File: config.mk
export PLATFORM = sky130hd
export DESIGN_NAME = wt_ram_arbiter
export DESIGN_NICKNAME = d
export VERILOG_FILES = /design/src/rtl/wt_ram_arbiter_pkg.sv /design/src/rtl/wt_ram_arbiter_rr_pick.sv /design/src/rtl/wt_ram_arbiter.sv
export SDC_FILE = /design/constraint.sdc
export NUM_CORES = 1
export LEC_CHECK = 0
export CAP_MARGIN = 5
export CELL_PAD_IN_SITES_DETAIL_PLACEMENT = 1
export CELL_PAD_IN_SITES_GLOBAL_PLACEMENT = 2
export CORE_MARGIN = 4
export CORE_UTILIZATION = 28
export DETAILED_ROUTE_END_ITERATION = 10
export GPL_TIMING_DRIVEN = 0
export PLACE_DENSITY_LB_ADDON = 0.3
export SYNTH_ARGS = -nofsm -noshare
export SYNTH_HDL_FRONTEND = slang
export SYNTH_SLANG_ARGS = --single-unit
File: constraint.sdc
create_clock -name clk_i -period 6.45 [get_ports clk_i]
set_input_delay 0.645 -clock clk_i [delete_from_list [all_inputs] [get_ports clk_i]]
set_output_delay 0.645 -clock clk_i [all_outputs]
set_load 0.005 [all_outputs]
File: src/rtl/wt_ram_arbiter_pkg.sv
// ----------------------------------------------------------------------------
// wt_ram_arbiter_pkg
//   Shared definitions for the wavetable RAM arbiter slice.
//
//   Contents:
//     WT_DATAWIDTH   default sample width
//     WT_ADDRWIDTH   default table address width
//     WT_BANKWIDTH   default wavetable bank select width
//     WT_MAX_VOICES  largest number of voices the arbiter is meant to serve
//     wrState_e      host write path state (idle / one-cycle deferral)
//     tagWidth()     width of a voice index for a given voice count
// ----------------------------------------------------------------------------
package wt_ram_arbiter_pkg;

    localparam int WT_DATAWIDTH  = 16;
    localparam int WT_ADDRWIDTH  = 8;
    localparam int WT_BANKWIDTH  = 2;
    localparam int WT_MAX_VOICES = 8;

    // The host write path only ever needs to remember whether the write at
    // the head of the queue has already been pushed back once.
    typedef enum logic {
        WR_IDLE  = 1'b0,
        WR_DEFER = 1'b1
    } wrState_e;

    // Voice index width; never narrower than one bit so a two-voice build
    // still has a usable tag and pointer.
    function automatic int tagWidth(input int n);
        return (n <= 2) ? 1 : $clog2(n);
    endfunction

endpackage

File: src/rtl/wt_ram_arbiter_rr_pick.sv
// ----------------------------------------------------------------------------
// wt_rr_pick
//   Purely combinational N-way round-robin picker. Starting at ptr_i and
//   wrapping from N-1 back to 0, it selects the first set bit of eligible_i.
//
//   Ports:
//     eligible_i  [N-1:0]     requesters allowed to win this cycle
//     ptr_i       [IDXW-1:0]  index where the search begins
//     gnt_o       [N-1:0]     one-hot winner (all zero when nobody is eligible)
//     idx_o       [IDXW-1:0]  binary index of the winner (0 when none)
//     any_o                   at least one requester won
// ----------------------------------------------------------------------------
module wt_rr_pick #(
    parameter int N    = 4,
    parameter int IDXW = 2
) (
    input  logic [N-1:0]    eligible_i,
    input  logic [IDXW-1:0] ptr_i,
    output logic [N-1:0]    gnt_o,
    output logic [IDXW-1:0] idx_o,
    output logic            any_o
);

    // Walk the requesters in priority order from ptr_i; the first one seen
    // wins and the any_o flag blocks everyone behind it.
    always_comb begin : pickLoop
        logic [IDXW-1:0] cand;
        gnt_o = '0;
        idx_o = '0;
        any_o = 1'b0;
        cand  = '0;
        for (int k = 0; k < N; k++) begin
            cand = IDXW'((int'(ptr_i) + k) % N);
            if (!any_o && eligible_i[cand]) begin
                any_o       = 1'b1;
                gnt_o[cand] = 1'b1;
                idx_o       = cand;
            end
        end
    end

endmodule

File: src/rtl/wt_ram_arbiter.sv
// ----------------------------------------------------------------------------
// wt_ram_arbiter
//   Shares one wavetable RAM read port between N_VOICES voices and forwards
//   host wavetable-load writes to the RAM write port.
//
//   Reads: one grant per cycle, round robin. The winner's address and bank
//   are registered onto RADDR_o/rbank_o with RE_o, v_gnt_o pulses for the
//   winner, and one edge later RDATA_i is captured into v_rdata_o while
//   v_rvalid_o pulses for that same voice.
//
//   Writes: a sampled w_req_i is normally issued straight away (WE_o, w_ack_o).
//   When it targets exactly the {bank,address} being read on that same edge
//   it is held back one cycle so the read sees the old contents; the
//   following edge issues it without further checks.
//
//   Configuration macro: WT_ARB_PRIO0_EN
//     defined   : voice 0 has fixed top priority, voices 1..N-1 round robin
//     undefined : plain round robin over all voices
//
//   Ports:
//     clk_i, rst_i                 clock, synchronous active-high reset
//     v_req_i    [N]               per-voice read request (level)
//     v_raddr_i  [N*ADDRWIDTH]     packed per-voice addresses, voice i at [i*ADDRWIDTH +: ADDRWIDTH]
//     v_rbank_i  [N*BANKWIDTH]     packed per-voice bank selects
//     v_gnt_o    [N]               one-hot read-issued pulse
//     v_rvalid_o [N]               one-hot data-valid pulse
//     v_rdata_o  [DATAWIDTH]       returned sample, shared
//     RADDR_o, rbank_o, RE_o       RAM read port (registered)
//     RDATA_i                      RAM read data, valid the cycle RE_o is high
//     w_req_i, w_addr_i, w_bank_i, w_data_i   host write request (level)
//     w_ack_o                      write-issued pulse
//     WADDR_o, wbank_o, WDATA_o, WE_o          RAM write port (registered)
// ----------------------------------------------------------------------------
module wt_ram_arbiter
    import wt_ram_arbiter_pkg::*;
#(
    parameter int N_VOICES  = 4,
    parameter int DATAWIDTH = WT_DATAWIDTH,
    parameter int ADDRWIDTH = WT_ADDRWIDTH,
    parameter int BANKWIDTH = WT_BANKWIDTH
) (
    input  logic                           clk_i,
    input  logic                           rst_i,

    input  logic [N_VOICES-1:0]            v_req_i,
    input  logic [N_VOICES*ADDRWIDTH-1:0]  v_raddr_i,
    input  logic [N_VOICES*BANKWIDTH-1:0]  v_rbank_i,
    output logic [N_VOICES-1:0]            v_gnt_o,
    output logic [N_VOICES-1:0]            v_rvalid_o,
    output logic [DATAWIDTH-1:0]           v_rdata_o,

    output logic [ADDRWIDTH-1:0]           RADDR_o,
    output logic [BANKWIDTH-1:0]           rbank_o,
    output logic                           RE_o,
    input  logic [DATAWIDTH-1:0]           RDATA_i,

    input  logic                           w_req_i,
    input  logic [ADDRWIDTH-1:0]           w_addr_i,
    input  logic [BANKWIDTH-1:0]           w_bank_i,
    input  logic [DATAWIDTH-1:0]           w_data_i,
    output logic                           w_ack_o,

    output logic [ADDRWIDTH-1:0]           WADDR_o,
    output logic [BANKWIDTH-1:0]           wbank_o,
    output logic [DATAWIDTH-1:0]           WDATA_o,
    output logic                           WE_o
);

    localparam int TAGW = tagWidth(N_VOICES);
    localparam logic [N_VOICES-1:0] ONE_HOT0 = {{(N_VOICES-1){1'b0}}, 1'b1};

    // Read-side state
    logic [N_VOICES-1:0]  vGnt_q;
    logic [N_VOICES-1:0]  vRvalid_q;
    logic [DATAWIDTH-1:0] vRdata_q;
    logic [ADDRWIDTH-1:0] raddr_q;
    logic [BANKWIDTH-1:0] rbank_q;
    logic                 re_q;
    logic [TAGW-1:0]      tag_q;
    logic [TAGW-1:0]      ptr_q;
    logic [TAGW-1:0]      ptr_d;

    // Write-side state
    wrState_e             wrState_q;
    logic                 wAck_q;
    logic                 we_q;
    logic [ADDRWIDTH-1:0] waddr_q;
    logic [BANKWIDTH-1:0] wbank_q;
    logic [DATAWIDTH-1:0] wdata_q;

    // Arbitration nets
    logic [N_VOICES-1:0]  eligible;
    logic [N_VOICES-1:0]  pickElig;
    logic [N_VOICES-1:0]  pickGnt;
    logic [TAGW-1:0]      pickIdx;
    logic                 pickAny;
    logic [N_VOICES-1:0]  winGnt;
    logic [TAGW-1:0]      winIdx;
    logic                 winAny;
    logic [ADDRWIDTH-1:0] winAddr;
    logic [BANKWIDTH-1:0] winBank;

    // Write-path nets
    logic                 wElig;
    logic                 addrHit;

    // A voice that was granted last cycle still has its request up while it
    // reacts to the grant, so it sits out one cycle to avoid a double read.
    assign eligible = v_req_i & ~vGnt_q;

    // In priority mode voice 0 is handled outside the rotating picker so the
    // pointer only ever reflects the round robin among voices 1..N-1.
    always_comb begin
        pickElig = eligible;
`ifdef WT_ARB_PRIO0_EN
        pickElig[0] = 1'b0;
`endif
    end

    wt_rr_pick #(
        .N    (N_VOICES),
        .IDXW (TAGW)
    ) rrPick (
        .eligible_i (pickElig),
        .ptr_i      (ptr_q),
        .gnt_o      (pickGnt),
        .idx_o      (pickIdx),
        .any_o      (pickAny)
    );

    // Final winner selection and the next round-robin pointer. The pointer
    // moves past whoever the rotating picker chose and holds otherwise.
    always_comb begin
        winGnt = pickGnt;
        winIdx = pickIdx;
        winAny = pickAny;
        ptr_d  = ptr_q;
`ifdef WT_ARB_PRIO0_EN
        if (eligible[0]) begin
            winGnt = ONE_HOT0;
            winIdx = '0;
            winAny = 1'b1;
        end else if (pickAny) begin
            ptr_d = (pickIdx == TAGW'(N_VOICES - 1)) ? '0 : pickIdx + TAGW'(1);
        end
`else
        if (pickAny) begin
            ptr_d = (pickIdx == TAGW'(N_VOICES - 1)) ? '0 : pickIdx + TAGW'(1);
        end
`endif
    end

    assign winAddr = v_raddr_i[winIdx*ADDRWIDTH +: ADDRWIDTH];
    assign winBank = v_rbank_i[winIdx*BANKWIDTH +: BANKWIDTH];

    // The ack pulse masks the still-high request for one cycle, and a write
    // only collides with a read issued on the very same edge.
    assign wElig   = w_req_i & ~wAck_q;
    assign addrHit = winAny && ({w_bank_i, w_addr_i} == {winBank, winAddr});

    // Read issue stage: register the winner onto the RAM read port and keep
    // its index as the tag for the data coming back one edge later.
    // Return stage: capture RDATA and decode the tag into the valid pulse.
    // The address registers deliberately hold when no read is issued.
    always_ff @(posedge clk_i) begin
        if (rst_i) begin
            vGnt_q    <= '0;
            re_q      <= 1'b0;
            raddr_q   <= '0;
            rbank_q   <= '0;
            tag_q     <= '0;
            ptr_q     <= '0;
            vRvalid_q <= '0;
            vRdata_q  <= '0;
        end else begin
            ptr_q <= ptr_d;
            re_q  <= winAny;
            if (winAny) begin
                vGnt_q  <= winGnt;
                raddr_q <= winAddr;
                rbank_q <= winBank;
                tag_q   <= winIdx;
            end else begin
                vGnt_q  <= '0;
            end

            if (re_q) begin
                vRdata_q  <= RDATA_i;
                vRvalid_q <= ONE_HOT0 << tag_q;
            end else begin
                vRvalid_q <= '0;
            end
        end
    end

    // Host write FSM. From idle a write either goes out immediately or, on
    // an exact address collision with the read being issued, is parked for
    // one cycle. A parked write is released on the next edge regardless of
    // what the read port is doing, so a write is delayed at most once.
    always_ff @(posedge clk_i) begin
        if (rst_i) begin
            wrState_q <= WR_IDLE;
            wAck_q    <= 1'b0;
            we_q      <= 1'b0;
            waddr_q   <= '0;
            wbank_q   <= '0;
            wdata_q   <= '0;
        end else begin
            case (wrState_q)
                WR_IDLE: begin
                    if (wElig && addrHit) begin
                        wrState_q <= WR_DEFER;
                        wAck_q    <= 1'b0;
                        we_q      <= 1'b0;
                    end else if (wElig) begin
                        wAck_q    <= 1'b1;
                        we_q      <= 1'b1;
                        waddr_q   <= w_addr_i;
                        wbank_q   <= w_bank_i;
                        wdata_q   <= w_data_i;
                    end else begin
                        wAck_q    <= 1'b0;
                        we_q      <= 1'b0;
                    end
                end
                WR_DEFER: begin
                    wrState_q <= WR_IDLE;
                    wAck_q    <= 1'b1;
                    we_q      <= 1'b1;
                    waddr_q   <= w_addr_i;
                    wbank_q   <= w_bank_i;
                    wdata_q   <= w_data_i;
                end
                default: begin
                    wrState_q <= WR_IDLE;
                    wAck_q    <= 1'b0;
                    we_q      <= 1'b0;
                end
            endcase
        end
    end

    assign v_gnt_o    = vGnt_q;
    assign v_rvalid_o = vRvalid_q;
    assign v_rdata_o  = vRdata_q;
    assign RADDR_o    = raddr_q;
    assign rbank_o    = rbank_q;
    assign RE_o       = re_q;
    assign w_ack_o    = wAck_q;
    assign WADDR_o    = waddr_q;
    assign wbank_o    = wbank_q;
    assign WDATA_o    = wdata_q;
    assign WE_o       = we_q;

endmodule
==> impl_metrics.py <==
metrics = {
    "detailed_routing": {
        "dr.pass1.iters": 4,
        "avgViaCountPerCell": 5.49,
        "drt_wl_total_mm": 17.7,
        "initialDrtViolationCount": 218,
        "route.detailed.drc": 0,
        "dr_total_vias": 4785,
        "ant_nets": 0,
        "wl_per_cell_um": 20.3,
    },
    "placement": {
        "numPlacedInstances": 855,
        "postPlaceCellArea_um2": 6050,
        "portBuffers": 151,
        "place_congestion": 0.834,
        "post-dp-hpwl_mm": 13.9,
    },
    "global_routing": {
        "grt_max_degree": 14,
        "gr-usage-all-layers_pct": 20.0,
        "grt_pass1_wl_mm": 28.0,
        "first_global_vias": 5064,
        "gr-total-overflow": 0,
        "antenna_found_initial": 0,
    },
    "final_layout": {
        "fillCellCount": 1766,
        "area_delta_synth_final_pct": 48.7,
        "nNetsFinal": 771,
        "fin_util_pct": 42.2,
        "fin_cells": 871,
        "drive_gt1_share_pct": 7.76,
        "stdcell_area_um2": 6400,
        "num_antenna_cells": 0,
    },
    "clocking": {
        "cts_buffers": 9,
        "post-cts-setup-buffers": 0,
        "h-tree-depth": 3,
        "root_buffer": "clkbuf_16",
        "postCtsResizedCells": 0,
        "cts_sinks": 67,
        "clk_latency_ns": 0.34,
        "clk_pin_slew_worst_paths_ns": 0.06,
        "cts_tree": "built",
        "cts_hold_buf": 0,
        "cts_buffer_depth": 2,
    },
    "setup_path": {
        "path_max_fanout": 11,
        "r2r_cells": 17,
        "cp.required_ns": 6.65,
        "worstPathArrival_ns": 5.76,
        "worstSetupStartpointType": "flip-flop",
        "worstSetupPathType": "reg -> reg",
        "worst_setup_path_end_kind": "flip-flop",
    },
    "yosys": {
        "synthCells": 516,
        "synth_seq_cells": 67,
        "synth-simple-area-share_pct": 21.7,
        "ys_top_cells_by_count": "dfxtp_1, a21oi_1, nor2_1, nand2_1, mux2i_1",
        "yosysMostFrequentCell": "dfxtp_1",
        "synth.net_count": 609,
        "ys_warn_count": 0,
        "synth-compound-area-share_pct": 29.2,
        "synth_fa_ha_area_share_pct": 1.16,
        "ys.flop_type": "dfxtp_1",
        "ys_seq_area_share_pct": 31.2,
        "synth_xor_area_share_pct": 1.22,
        "synth_top_family_by_area": "compound AO/OA/AOI/OAI gates",
        "ys_types": 79,
        "yosys-top-cells-area": "dfxtp_1, mux2i_1, a21oi_1, or3b_1, nor2_1",
        "synth-edff-count": 0,
        "synth_top_area_share_pct": 31.2,
        "synth_area_leader_cell": "dfxtp_1",
        "syn_area_per_cell_um2": 8.34,
        "async_flop_share_pct": 0,
        "syn-cell-area_um2": 4300,
        "synth.area.mux_share_pct": 9.80,
    },
    "sta": {
        "finalCritPeriodShare_pct": 86.2,
        "tns_ns": 0,
        "rsz0062_at_grt": "false",
        "slew_headroom_pct": 41.3,
        "max_freq_mhz": 180,
        "period_needed_ns": 5.56,
        "setup_viol": 0,
        "hold_viol": 0,
        "slew_violations": 0,
        "tightestPinTransition_ns": 0.870,
        "finalClockSkew_ns": 0.00892,
    },
    "power": {
        "intPower_w": 0.00153,
        "p_clk_share_pct": 21.0,
        "max-vdd-ir-drop_uv": 176,
        "switching_share_pct": 44.4,
        "power.leakage_nw": 2.36,
        "power.density_nw_per_um2": 431,
        "power_frac_seq_pct": 19.3,
        "switchingPower_w": 0.00123,
        "p_comb_share_pct": 59.7,
    },
    "floorplanning": {
        "die_w_um": 132,
        "coreArea_um2": 15100,
        "die-area_um2": 17400,
        "num_rows": 45,
        "die_h_um": 132,
        "initial_utilization_pct": 28.4,
        "io_pins": 152,
    },
    "status": {
        "status": "finished, final reports clean",
    },
    "min_path": {
        "hold_depth": 2,
        "holdCritPathClass": "reg -> reg",
    },
    "flow_run": {
        "maxCapViolations": 0,
    },
}
## per-layer routing
layer / vias to the layer above / global-route usage (%) / part of all wire [%]
li1: 2276 / - / -
met1: 2346 / 25.2 / 45
met2: 150 / 34.7 / 49
met3: 13 / 4.24 / 5.2
met4: 0 / 5.08 / 1.0
met5: - / 0 / 0
## registers in the layout, indices dropped and copies added (netlist names)
name and count:
WDATA_o 16, v_rdata_o 16, RADDR_o 8, WADDR_o 8
v_gnt_o 4, v_rvalid_o 4, ptr_q 2, rbank_o 2
tag_q 2, wbank_o 2, RE_o 1, WE_o 1
wrState_q 1
## critical path, cell delays in order, from the launching register on
cell and delay, ns:
dfxtp_1 0.34, buf_2 0.19, inv_2 0.10, clkbuf_1 0.41
clkbuf_1 0.57, ha_1 0.24, clkbuf_1 0.29, mux4_2 0.49
a21oi_4 0.42, buf_6 0.24, mux2i_1 0.32, a32oi_1 0.17
a221oi_2 0.29, o211ai_1 0.19, nor4_4 0.54, clkbuf_1 0.36
or3b_1 0.18, a21oi_1 0.07
## power groups by stage
stage	Combinational, W	Clock (W)	Sequential (W)
global placement	0.00161	0	0.000538
finish	0.00165	0.000580	0.000532
global route	0.00178	0.000609	0.000544
CTS	0.00164	0.000588	0.000534
floorplan	0.00106	0	0.000538
detailed placement	0.00163	0	0.000543
## area by class of cell
| type | count | area (um2) | share of cell area (%) |
|---|---|---|---|
| inverters | 11 | 41.3 | 0.645 |
| clock inverters | 7 | 124 | 1.94 |
| clock buffers | 9 | 225 | 3.52 |
| well taps | 188 | 235 | 3.68 |
| flip-flops and latches | 67 | 1340 | 21.0 |
| repair buffers | 151 | 1510 | 23.6 |
| multi-input cells | 393 | 2710 | 42.4 |
| plain buffers | 45 | 208 | 3.25 |
## per-stage QoR
step	setup slack, ns	total power, W	hold WS [ns]
4_1_cts	0.853	0.00277	0.455
6_report	0.890	0.00276	0.458
3_5_place_dp	0.886	0.00218	0.448
2_1_floorplan	2.24	0.00160	0.434
5_1_grt	0.523	0.00293	0.484
3_3_place_gp	0.980	0.00215	0.444
## final timing paths
check	startpoint	end	slack, ns
max	ptr_q[0]$_SDFFE_PP0N_	WDATA_o[6]$_SDFFE_PP0P_	0.89
min	RADDR_o[1]$_SDFFE_PP0N_	RADDR_o[1]$_SDFFE_PP0N_	0.46
max reg2reg	ptr_q[0]$_SDFFE_PP0N_	WDATA_o[6]$_SDFFE_PP0P_	0.89
min reg2reg	RADDR_o[1]$_SDFFE_PP0N_	RADDR_o[1]$_SDFFE_PP0N_	0.46
## cells by family (layout without fill, tap and decap cells)
logic type	count (synthesis)	count (layout)
AND/OR/NAND/NOR	169	169
adder cells (fa/ha/maj)	4	4
flip-flops	67	67
buffers and inverters	56	223
AO/OA/AOI/OAI	177	177
XOR/XNOR	6	6
multiplexers	37	37
## placed cells by master (no fill, tap or decap), types with 3 or more instances in the layout
cell type        Yosys  final
or3b_1              22     22
mux2i_1             32     32
nor2_1              39     39
clkdlybuf4s50_1      0    151
a222oi_1             4      4
o21ai_1             29     29
nand2_1             38     38
dfxtp_1             67     67
o211a_1              3      3
buf_2                5      5
ha_1                 4      4
nand3_1             11     11
a211o_1              5      5
mux4_2               4      4
a31oi_1              6      6
a32oi_1              3      3
nand2b_1             8      8
nor4_1               6      6
a21oi_1             48     48
a221oi_1             4      4
clkbuf_16            0      9
buf_1                4      4
o21ai_0             14     14
o211ai_1             7      7
nor2b_1              6      6
buf_4                4      4
a211oi_1             8      8
inv_1               10     10
a311oi_1             4      4
and2_1               4      4
xnor2_1              4      4
nor3_1              11     11
clkbuf_1            28     28
nand4_1              5      5
or3b_2               4      4
bufinv_16            0      3
or3_1                5      5
No activity file was read; power rests on OpenSTA's default activity.
